===== config.mk =====
export PLATFORM = sky130hd
export DESIGN_NAME = eth_pkt_fifo
export DESIGN_NICKNAME = d
export VERILOG_FILES = /design/src/rtl/eth_pkg.sv /design/src/rtl/eth_fifo_mem.sv /design/src/rtl/eth_pkt_fifo.sv
export SDC_FILE = /design/constraint.sdc
export NUM_CORES = 2
export LEC_CHECK = 0
export ABC_AREA = 0
export CAP_MARGIN = 20
export CORE_UTILIZATION = 56
export CTS_CLUSTER_DIAMETER = 120
export CTS_CLUSTER_SIZE = 14
export DETAILED_ROUTE_END_ITERATION = 10
export PLACE_DENSITY = 0.85
export SLEW_MARGIN = 10
export SYNTH_ARGS = -nofsm -noshare
export SYNTH_HDL_FRONTEND = slang
export SYNTH_SLANG_ARGS = --single-unit
export TNS_END_PERCENT = 50

===== constraint.sdc =====
create_clock -name clk -period 5.1 [get_ports clk]
set_input_delay 1.275 -clock clk [delete_from_list [all_inputs] [get_ports clk]]
set_output_delay 1.275 -clock clk [all_outputs]
set_load 0.005 [all_outputs]

===== src/rtl/eth_pkg.sv =====
// rtl/eth_pkg.sv - shared word format, write-FSM states and a saturating counter helper
package eth_pkg;

  localparam int WORD_W = 34;

  typedef struct packed {
    logic        eop;
    logic        sop;
    logic [31:0] data;
  } eth_word_t;

  typedef enum logic [1:0] {W_IDLE, W_PKT, W_DROP} wr_state_t;

  function automatic logic [15:0] sat_add16(input logic [15:0] v, input logic [1:0] inc);
    logic [16:0] s;
    s = {1'b0, v} + {15'd0, inc};
    return s[16] ? 16'hFFFF : s[15:0];
  endfunction

endpackage


===== src/rtl/eth_fifo_mem.sv =====
// rtl/eth_fifo_mem.sv - DEPTH x WORD_W simple dual-port RAM, synchronous write, asynchronous read
module eth_fifo_mem
  import eth_pkg::*;
#(
  parameter int DEPTH = 64,
  parameter int AW    = $clog2(DEPTH)
) (
  input  logic          clk,
  input  logic          wr_en,
  input  logic [AW-1:0] wr_addr,
  input  eth_word_t     wr_data,
  input  logic [AW-1:0] rd_addr,
  output eth_word_t     rd_data
);

  eth_word_t mem [DEPTH];

  always_ff @(posedge clk) begin
    if (wr_en) mem[wr_addr] <= wr_data;
  end

  assign rd_data = mem[rd_addr];

endmodule


===== src/rtl/eth_pkt_fifo.sv =====
// rtl/eth_pkt_fifo.sv - store-and-forward packet buffer; only committed packets reach the read side
module eth_pkt_fifo
  import eth_pkg::*;
#(
  parameter int DEPTH = 64,
  parameter int PTR_W = $clog2(DEPTH) + 1
) (
  input  logic              clk,
  input  logic              rst,
  input  logic              in_wr_en,
  input  logic [33:0]       in_data,
  input  logic              out_rd_en,
  output logic              out_valid,
  output logic [33:0]       out_data,
  output logic              pkt_avail,
  output logic [PTR_W-1:0]  pkt_count,
  output logic [15:0]       drop_count,
  output logic [15:0]       err_count
);

  localparam logic [PTR_W-1:0] PTR_ONE   = PTR_W'(1);
  localparam logic [PTR_W-1:0] PTR_DEPTH = PTR_W'(DEPTH);

  wr_state_t        state_q, state_d;
  logic [PTR_W-1:0] wr_ptr_q, wr_ptr_d;
  logic [PTR_W-1:0] wr_ptr_c_q, wr_ptr_c_d;
  logic [PTR_W-1:0] rd_ptr_q, rd_ptr_d;
  logic [PTR_W-1:0] pkt_count_q, pkt_count_d;
  logic [15:0]      drop_q, drop_d;
  logic [15:0]      err_q, err_d;

  eth_word_t        in_word, head_word;
  logic             mem_we, start, commit, pop, err_inc;
  logic [PTR_W-1:0] mem_ptr;
  logic [1:0]       drop_inc;

  assign in_word = in_data;

  always_comb begin
    state_d  = state_q;
    wr_ptr_d = wr_ptr_q;
    mem_we   = 1'b0;
    mem_ptr  = wr_ptr_q;
    start    = 1'b0;
    commit   = 1'b0;
    drop_inc = 2'd0;
    err_inc  = 1'b0;
    pop      = out_rd_en && out_valid;

    if (in_wr_en) begin
      case (state_q)
        W_IDLE: begin
          if (in_word.sop) start   = 1'b1;
          else             err_inc = 1'b1;
        end
        W_PKT: begin
          if (in_word.sop) begin
            drop_inc = 2'd1;
            start    = 1'b1;
          end else if ((wr_ptr_q - rd_ptr_q) == PTR_DEPTH) begin
            drop_inc = 2'd1;
            wr_ptr_d = wr_ptr_c_q;
            state_d  = in_word.eop ? W_IDLE : W_DROP;
          end else begin
            mem_we   = 1'b1;
            wr_ptr_d = wr_ptr_q + PTR_ONE;
            if (in_word.eop) begin
              commit  = 1'b1;
              state_d = W_IDLE;
            end
          end
        end
        W_DROP: begin
          if (in_word.sop)      start   = 1'b1;
          else if (in_word.eop) state_d = W_IDLE;
        end
        default: state_d = W_IDLE;
      endcase

      // A new packet always starts at the committed pointer, which also rewinds a truncated one.
      if (start) begin
        if ((wr_ptr_c_q - rd_ptr_q) == PTR_DEPTH) begin
          drop_inc = drop_inc + 2'd1;
          wr_ptr_d = wr_ptr_c_q;
          state_d  = in_word.eop ? W_IDLE : W_DROP;
        end else begin
          mem_we   = 1'b1;
          mem_ptr  = wr_ptr_c_q;
          wr_ptr_d = wr_ptr_c_q + PTR_ONE;
          commit   = in_word.eop;
          state_d  = in_word.eop ? W_IDLE : W_PKT;
        end
      end
    end

    wr_ptr_c_d = commit ? wr_ptr_d : wr_ptr_c_q;
    rd_ptr_d   = pop ? rd_ptr_q + PTR_ONE : rd_ptr_q;

    pkt_count_d = pkt_count_q;
    if (commit && !(pop && head_word.eop))      pkt_count_d = pkt_count_q + PTR_ONE;
    else if (!commit && pop && head_word.eop)   pkt_count_d = pkt_count_q - PTR_ONE;

    drop_d = sat_add16(drop_q, drop_inc);
    err_d  = sat_add16(err_q, {1'b0, err_inc});
  end

  always_ff @(posedge clk) begin
    if (rst) begin
      state_q     <= W_IDLE;
      wr_ptr_q    <= '0;
      wr_ptr_c_q  <= '0;
      rd_ptr_q    <= '0;
      pkt_count_q <= '0;
      drop_q      <= '0;
      err_q       <= '0;
    end else begin
      state_q     <= state_d;
      wr_ptr_q    <= wr_ptr_d;
      wr_ptr_c_q  <= wr_ptr_c_d;
      rd_ptr_q    <= rd_ptr_d;
      pkt_count_q <= pkt_count_d;
      drop_q      <= drop_d;
      err_q       <= err_d;
    end
  end

  eth_fifo_mem #(.DEPTH(DEPTH), .AW(PTR_W-1)) u_mem (
    .clk     (clk),
    .wr_en   (mem_we),
    .wr_addr (mem_ptr[PTR_W-2:0]),
    .wr_data (in_word),
    .rd_addr (rd_ptr_q[PTR_W-2:0]),
    .rd_data (head_word)
  );

  assign out_valid  = (rd_ptr_q != wr_ptr_c_q);
  assign out_data   = head_word;
  assign pkt_avail  = (pkt_count_q != '0);
  assign pkt_count  = pkt_count_q;
  assign drop_count = drop_q;
  assign err_count  = err_q;

endmodule


==> results.py <==
metrics = {
    "critical_path": {
        "cp_max_fo": 19,
        "end_kind": "flop",
        "cp.required_ns": 5.64,
        "reg2reg_depth": 11,
        "critPathArrivalTime_ns": 5.88,
        "r2r_end": "u_mem.mem[20][4]",
        "cp-start-kind": "flop",
        "r2r_setup_slack_ns": -0.24,
        "criticalPathCategory": "reg2reg",
        "r2r_start": "wr_ptr_c_q[5]",
    },
    "drt": {
        "vias_per_cell": 8.10,
        "ant_nets": 0,
        "drt-total-wl_um": 314000,
        "firstDrtPassIters": 11,
        "wl_per_cell_um": 49.9,
        "drc": 1,
        "num_vias": 51000,
        "first_iter_violations": 10900,
    },
    "timing": {
        "finalHoldViolations": 0,
        "clock.fmax_mhz": 187,
        "timing.final.crit_period_ns": 5.34,
        "grt_setup_unrepaired": "yes",
        "period_share_pct": 105,
        "fin_tns_setup_ns": -29.65,
        "relSlewSlack_pct": 3.43,
        "report.final.slew_viol_count": 0,
        "finalSetupViolCount": 361,
        "worst_pin_slew_ns": 1.45,
        "worst_hold_slack_ns": 0.511,
        "fin_skew_ns": 0.0587,
        "setup_slack_ns": -0.237,
    },
    "global_routing": {
        "grt_pass1_wl_um": 399000,
        "grt_max_degree": 67,
        "antenna_found_initial": 34,
        "grt_usage_pct": 37.6,
        "grt_pass1_vias": 48200,
        "overflow": 0,
    },
    "clocking": {
        "clock_sinks": 2244,
        "root_buffer": "clkbuf_16",
        "cts_tree": "done",
        "cts-htree-levels": 4,
        "cts_buffers": 178,
        "clk_path_buf_depth": 3,
        "clock_latency_ns": 0.88,
        "clk_pin_slew_ns": 0.08,
    },
    "floorplan": {
        "design.core.area_um2": 154000,
        "start_util_pct": 56.4,
        "dieArea_um2": 157000,
        "fp.dieW_um": 396,
        "ioPinCount": 113,
        "die_h_um": 396,
        "fp-row-count": 144,
    },
    "placed_design": {
        "port_buffers": 112,
        "routabilityCongestion": 0.863,
        "placed_cell_area_um2": 92700,
        "dp_cells": 5894,
        "dp_hpwl_um": 136000,
    },
    "logic_synthesis": {
        "synth_flop_cell": "edfxtp_1",
        "yosysWarnings": 0,
        "yosysUniqueCellTypes": 67,
        "synth_cells": 3729,
        "netlist.area_leader.share_pct": 75.1,
        "avgSynthCellArea_um2": 23.3,
        "ys_seq_elements": 2244,
        "synth.most_common_cell": "edfxtp_1",
        "seq_area_frac_synth_pct": 76.7,
        "synth_top_area_cell": "edfxtp_1",
        "synth_common_cells": "2176 x edfxtp_1, 693 x mux4_2, 130 x nor2_1",
        "yosys-top-cells-area": "edfxtp_1 75%, mux4_2 18%, dfxtp_1 1.6%",
        "synth_area_um2": 87000,
        "synth_nets": 3798,
        "async_reset_ff_share_pct": 0,
        "synth_edf_count": 2176,
    },
    "power": {
        "p_per_area_nw_per_um2": 400,
        "p_total_mw": 40.2,
        "peakVddDrop_v": 0.000444,
        "p_leak_nw": 30.7,
    },
    "hold_path": {
        "min_to": "err_count[12]",
        "holdPathStages": 1,
        "hold_class": "reg2reg",
        "hp-start": "err_count[12]",
    },
    "finish": {
        "instances_no_fill": 6287,
        "final_layout_size_suffix_gt1_share_pct": 33.8,
        "stdcell_area_um2": 100000,
        "area_delta_synth_final_pct": 15.6,
        "nets": 4262,
    },
    "run": {
        "maxCapViolCount": 0,
    },
    "run_status": {
        "status": "complete, but fails checks",
        "violations": "DRC, setup timing",
    },
}
worst max-delay path, stage by stage, from the launching register on:
cell and delay, ns:
dfxtp_1 0.64, ha_1 0.39, a221o_1 0.39, or3_1 0.41, a2111oi_4 0.40, nor2_2 0.19
buf_4 0.26, nor4b_1 0.63, a31oi_2 0.34, buf_4 0.34, nor2_4 0.70, buf_12 0.29
through the flow:
stage | worst slack (ns) | util (%)
4_1_cts | -0.111 | 64.3
3_5_place_dp | 0.162 | 60.2
3_3_place_gp | 0.296 | 60.1
5_1_grt | -0.128 | 65.2
2_1_floorplan | 0.251 | -
6_report | -0.237 | 65.2
area by class of cell:
cell class	instances	area [um^2]
multi-input combinational	1264	19900
timing repair buffer	475	6260
fill	8825	53600
sequential	2244	66700
clock buffer	203	4590
antenna	13	32.5
tap	2044	2560
inverter	30	120
clock inverter	14	250
logic make-up after synthesis:
group	after synthesis	synth area share [%]
fa+ha+maj	31	0.463
compound gates	142	1.11
simple gates	309	1.68
flops	2244	76.7
xor+xnor	46	0.485
mux	736	18.5
buf+inv	221	1.07
cells in the final DEF (no fill, tap or decap), types with 15 or more instances in the layout:
cell type        Yosys  layout
edfxtp_1          2176    2176
mux4_2             693     693
clkbuf_16            0     189
buf_4                5     165
buf_12               0     130
nor2_1             130      65
nor2_4               0      64
dfxtp_1             68      61
nand2_1             55      54
a21oi_1             49      48
clkdlybuf4s50_1      0      43
buf_2               62      42
buf_16               0      40
inv_1               29      29
ha_1                29      29
xnor2_1             27      27
nand3_1             27      26
clkbuf_1           118      23
mux2i_1             27      20
nor3_1              19      19
xor2_1              18      18
nor2b_1             18      17
buf_6                1      17
o21ai_0             20      15
report_power, final:
part           switching (mW)  internal (mW)  total [mW]
Combinational            3.17           3.19        6.36
Sequential             0.0779           20.2        20.3
Clock                    7.17           6.39        13.6
Total                    10.4           29.8        40.2
registers in the layout, summed over array words and instances, names as in the netlist, named ones only:
signal,cells
u_mem.mem,2176
drop_count,16
err_count,16
pkt_count,7
rd_ptr_q,7
wr_ptr_c_q,7
wr_ptr_q,7
state_q,2
metal layers:
| metal | up-vias | GRT usage (%) | part of all wire [%] |
|---|---|---|---|
| met5 | - | 0 | 0.060 |
| met4 | 30 | 26.5 | 10 |
| li1 | 16700 | - | - |
| met2 | 7379 | 58.1 | 45 |
| met1 | 24900 | 45.0 | 28 |
| met3 | 1957 | 12.1 | 17 |
how the worst max path moves through the flow:
| stage | from | endpoint | slack, ns | cells after the start |
|---|---|---|---|---|
| 2_1_floorplan | in_data[32] | u_mem.mem[39][0] | 0.25 | 9 |
| 3_3_place_gp | wr_ptr_q[4] | drop_count[0] | 0.30 | 20 |
| 3_5_place_dp | wr_ptr_q[5] | drop_count[13] | 0.16 | 20 |
| 4_1_cts | flop | out_data[7] | -0.11 | 8 |
| 5_1_grt | flop | out_data[22] | -0.13 | 10 |
| 6_report | wr_ptr_c_q[5] | u_mem.mem[20][4] | -0.24 | 11 |
what timing repair did:
action,CTS,global route
cloned,25,9
hold buffers,0,0
endpoints found under the hold margin,0,0
setup endpoints to repair,34,179
gates resized for setup,154,76
pin swaps,4,4
buffers inserted,52,55
(Power assumes the default switching activity.)
